### src/rtl/fetch_unit.sv
// Instruction fetch unit: requests one word per instruction, holds it for execute,
// then advances the PC sequentially, by branch offset or by jump target.
module fetch_unit #(
  parameter logic [31:0] RESET_PC    = 32'h0000_0000,
  parameter int unsigned ACK_TIMEOUT = 16
) (
  input  logic        clk_i,
  input  logic        rst_i,
  output logic        imem_req_o,
  output logic [31:0] imem_addr_o32,
  input  logic        imem_ack_i,
  input  logic [31:0] imem_rdata_i32,
  output logic [31:0] instr_o32,
  output logic [5:0]  op_o6,
  output logic [5:0]  funct_o6,
  output logic        instr_valid_o,
  input  logic        exec_done_i,
  input  logic        pc_beq_i,
  input  logic        pc_j_i,
  output logic [31:0] pc_o32,
  output logic [31:0] pc_plus4_o32,
  output logic        err_o
);

  localparam int unsigned CNT_W = $clog2(ACK_TIMEOUT + 1);
  localparam logic [CNT_W-1:0] CNT_LAST = CNT_W'(ACK_TIMEOUT - 1);
  localparam logic [31:0] PC_RST = {RESET_PC[31:2], 2'b00};

  typedef enum logic [1:0] {
    S_IDLE = 2'd0,
    S_REQ  = 2'd1,
    S_HOLD = 2'd2,
    S_ERR  = 2'd3
  } state_t;

  state_t           r_state;
  state_t           w_state_nxt;
  logic [31:0]      r_pc;
  logic [31:0]      r_instr;
  logic [CNT_W-1:0] r_cnt;
  logic [CNT_W-1:0] w_cnt_nxt;
  logic             w_pc_load;
  logic             w_instr_load;
  logic [31:0]      w_pc_plus4;
  logic [31:0]      w_br_off;
  logic [31:0]      w_pc_nxt;

  // Next-PC selection: jump beats branch beats sequential.
  assign w_pc_plus4 = r_pc + 32'd4;
  assign w_br_off   = {{14{r_instr[15]}}, r_instr[15:0], 2'b00};

  always_comb begin
    w_pc_nxt = w_pc_plus4;
    if (pc_j_i) begin
      w_pc_nxt = {w_pc_plus4[31:28], r_instr[25:0], 2'b00};
    end else if (pc_beq_i) begin
      w_pc_nxt = w_pc_plus4 + w_br_off;
    end
  end

  always_ff @(posedge clk_i or posedge rst_i) begin
    if (rst_i) begin
      r_state <= S_IDLE;
    end else begin
      r_state <= w_state_nxt;
    end
  end

  // Counter is zero outside REQ, so every entry to REQ starts a fresh timeout window.
  always_comb begin
    w_state_nxt  = r_state;
    w_cnt_nxt    = '0;
    w_pc_load    = 1'b0;
    w_instr_load = 1'b0;
    unique case (r_state)
      S_IDLE: w_state_nxt = S_REQ;
      S_REQ: begin
        if (imem_ack_i) begin
          w_instr_load = 1'b1;
          w_state_nxt  = S_HOLD;
        end else if (r_cnt == CNT_LAST) begin
          w_state_nxt = S_ERR;
        end else begin
          w_cnt_nxt = r_cnt + CNT_W'(1);
        end
      end
      S_HOLD: begin
        if (exec_done_i) begin
          w_pc_load   = 1'b1;
          w_state_nxt = S_REQ;
        end
      end
      S_ERR: w_state_nxt = S_ERR;
      default: w_state_nxt = S_IDLE;
    endcase
  end

  always_ff @(posedge clk_i or posedge rst_i) begin
    if (rst_i) begin
      r_pc    <= PC_RST;
      r_instr <= '0;
      r_cnt   <= '0;
    end else begin
      r_cnt <= w_cnt_nxt;
      if (w_pc_load) begin
        r_pc <= w_pc_nxt;
      end
      if (w_instr_load) begin
        r_instr <= imem_rdata_i32;
      end
    end
  end

  assign imem_req_o    = (r_state == S_REQ);
  assign instr_valid_o = (r_state == S_HOLD);
  assign err_o         = (r_state == S_ERR);
  assign imem_addr_o32 = r_pc;
  assign pc_o32        = r_pc;
  assign pc_plus4_o32  = w_pc_plus4;
  assign instr_o32     = r_instr;
  assign op_o6         = r_instr[31:26];
  assign funct_o6      = r_instr[5:0];

endmodule
### config.mk
export PLATFORM = sky130hd
export DESIGN_NAME = fetch_unit
export DESIGN_NICKNAME = d
export VERILOG_FILES = /design/src/rtl/fetch_unit.sv
export SDC_FILE = /design/constraint.sdc
export NUM_CORES = 1
export LEC_CHECK = 0
export CORE_MARGIN = 10
export CORE_UTILIZATION = 52
export DETAILED_ROUTE_END_ITERATION = 8
export GPL_TIMING_DRIVEN = 0
export PLACE_DENSITY = 0.88
export SETUP_SLACK_MARGIN = 0.2
export SLEW_MARGIN = 40
export SYNTH_ARGS = -nofsm -noshare
export SYNTH_HDL_FRONTEND = slang
export SYNTH_SLANG_ARGS = --single-unit
### constraint.sdc
create_clock -name clk_i -period 7.8 [get_ports clk_i]
set_input_delay 1.95 -clock clk_i [delete_from_list [all_inputs] [get_ports clk_i]]
set_output_delay 1.95 -clock clk_i [all_outputs]
set_load 0.03 [all_outputs]
==> flow_summary.json <==
{
  "status": "complete, no violations",
  "postRouteAntennaNets": 0,
  "report.final.slew_viol_count": 0,
  "rows": 38,
  "drt_iter0_markers": 688,
  "gp_congestion": 0.974,
  "grt_start_max_net_pins": 49,
  "finalSetupViolCount": 0,
  "cts_htree_levels": 3,
  "hold_path.class": "flop to flop",
  "worst_pin_slew_ps": 802,
  "rsz0062_at_grt": "no",
  "cts.sink_count": 69,
  "period_minus_slack_ps": 5570,
  "clkSlewWorstSetupHoldPaths_ps": 90,
  "fmax_ghz": 0.179,
  "crit_path_top_delay_cell": "clkdlybuf4s50_1",
  "avgViaCountPerCell": 5.93,
  "end_kind": "output port",
  "regToRegSetupSlack_ps": 3010,
  "avgSynthCellArea_sq_um": 8.53,
  "holdPathEnd": "r_cnt[0]",
  "timing_worst_setup_path_type": "flop to output port",
  "drive_gt1_share_pct": 12.8,
  "postCtsHoldBufs": 0,
  "grt_pass1_vias": 6018,
  "numCtsBuffers": 9,
  "finalSetupTns_ps": 0,
  "cts_setup_buffers": 0,
  "grt_util_met1_pct": 30.8,
  "path_max_fanout": 7,
  "async_flop_share_pct": 100,
  "nNetsFinal": 937,
  "cts_tree": "yes",
  "cp.required_ps": 5850,
  "final_common_cell": "clkdlybuf4s50_1",
  "grt-ovfl-total": 0,
  "fin_worst_skew_ps": 11.2,
  "dp_hpwl_microns": 16300,
  "met2_usage_pct": 43.3,
  "crit_path_start_kind": "flop",
  "regArea_sq_um": 1730,
  "routed_wl_microns": 21100,
  "ios": 181,
  "multiInputGateArea_sq_um": 3490,
  "final_cell_mix": "173 x clkdlybuf4s50_1, 68 x dfrtp_1, 56 x nand2_1",
  "ctsLongestPathBuffers": 2,
  "ys_seq_area_share_pct": 30.2,
  "chipHeight_microns": 125,
  "core_sq_um": 10800,
  "nFillCells": 803,
  "yosys_most_used_dff": "dfrtp_1",
  "drc": 0,
  "cts-root-buf": "clkbuf_8",
  "slew_headroom_pct": 46.6,
  "netlist_area_sq_um": 5720,
  "antenna_cells": 0,
  "grt_pass1_wl_microns": 33300,
  "synth-edff-count": 0,
  "worstHoldPathCells": 1,
  "num_vias": 5970,
  "hp-start": "r_cnt[0]",
  "hold_violations": 0,
  "dieArea_sq_um": 15600,
  "worstPathArrival_ps": 3620,
  "synth_cell_type_count": 57,
  "critPathMaxStageDelay_ps": 770,
  "syn_inst": 671,
  "area_growth_pct": 38.4,
  "first_pass_iters": 5,
  "r2r-start": "imem_addr_o32[2]",
  "antenna_found_initial": 0,
  "path_cells": "clkbuf_2 -> nand3_1 -> nor3_1 -> and2_1 -> clkbuf_1 -> nand2_1 -> nor2_1 -> xor2_1 -> clkdlybuf4s50_1",
  "ys_ff_latch": 69,
  "use_met3_pct": 7.66,
  "r2r-end": "imem_addr_o32[31]",
  "cap_violations": 0,
  "critPathBufInv": 3,
  "cts_resized": 0,
  "clk_latency_ps": 370,
  "fin_crit_sh_pct": 71.4,
  "die_x_microns": 125,
  "wl_per_cell_microns": 20.9,
  "ff2ff_path_depth": 17,
  "top_usage_layer": "met2",
  "grtUsageTotal_pct": 25.9,
  "ys_warn_count": 0,
  "cp_top_family": "buffers and inverters",
  "initial_core_util_pct": 53.0,
  "io_buffers": 173
}
==> cells in the mapped netlist, drive strengths merged, types with 5 or more instances <==
library cell  instances  area share (%)
dfrtp                69              30
buf                  57             6.9
nand2                56             3.7
nor2                 55             3.6
a21oi                54             4.9
o21ai                49             4.3
ha                   37             8.1
mux2                 32             6.3
xnor2                30             4.6
xor2                 24             3.7
nand3                22             1.9
clkbuf               20             1.3
nor3                 19             1.7
a21o                 17             2.2
inv                  16             1.0
nand4                11             1.2
mux2i                10             1.7
and3                  9            0.98
nor2b                 8            0.87
and2                  7            0.77
o21bai                7            0.92
o31ai                 6            0.79
nor4                  5            0.55
==> worst max-delay path by stage <==
| stage | startpoint | endpoint | slack (ps) | cells after the start |
|---|---|---|---|---|
| 3_3_place_gp | imem_addr_o32[2] | pc_plus4_o32[28] | 2420 | 7 |
| 5_1_grt | imem_addr_o32[3] | pc_plus4_o32[28] | 1940 | 7 |
| 3_5_place_dp | imem_addr_o32[4] | pc_plus4_o32[25] | 2690 | 9 |
| 6_report | imem_addr_o32[4] | pc_plus4_o32[25] | 2230 | 9 |
| 2_1_floorplan | imem_addr_o32[2] | pc_plus4_o32[28] | 3260 | 6 |
| 4_1_cts | imem_addr_o32[4] | pc_plus4_o32[25] | 2270 | 9 |
==> per-stage QoR <==
stage	std cells	util, %	hold WS (ps)	setup slack [ps]	area (sq um)
6_report	1006	73.3	473	2230	7920
5_1_grt	1006	73.3	518	1940	7920
2_1_floorplan	676	-	433	3260	5740
3_5_place_dp	990	71.2	463	2690	7690
3_3_place_gp	989	70.8	446	2420	7650
4_1_cts	1006	73.3	475	2270	7920
==> worst reg2reg max path, stage by stage, from the launching register on <==
cell      delay (ps)
dfrtp_1          490
ha_1             310
nand4_1          240
nor4_2           560
nand4_1          180
xnor2_1          350
ha_1             190
clkbuf_1         330
nand4_1          230
o211ai_1         220
a21oi_1           90
o31ai_1          290
a21oi_1          130
a31oi_1          280
a41oi_1          240
o21bai_1         210
and3_1           180
xnor2_1          130
==> area by class of cell <==
cell class	count	area share [%]
repair buffers	174	22.2
flip-flops and latches	69	21.8
plain buffers	77	5.97
clock buffers	9	1.56
well taps	140	2.21
multi-input cells	514	44.0
clock inverters	7	1.34
inverters	16	0.822
==> cells by family after synthesis <==
family	Yosys count	share of synthesized area [%]
xor+xnor	54	8.27
other cells	1	0.0656
flops	69	30.2
buf+inv	93	9.32
compound gates	171	18.9
fa+ha+maj	38	8.44
mux	42	8.05
simple gates	203	16.7
==> metal layers <==
metal	wire [microns]	part of all wire, %
met3	2000	9.5
met2	10100	48
met4	484	2.3
met1	8440	40
met5	0	0
==> flip-flops by register name, indices dropped and copies added (netlist names) <==
signal and cells:
r_state 2, instr_o32 32, r_cnt 5, imem_addr_o32 30
Power is not shown: default switching activity piles up to over one toggle a cycle in this logic, so the estimate is an artifact.
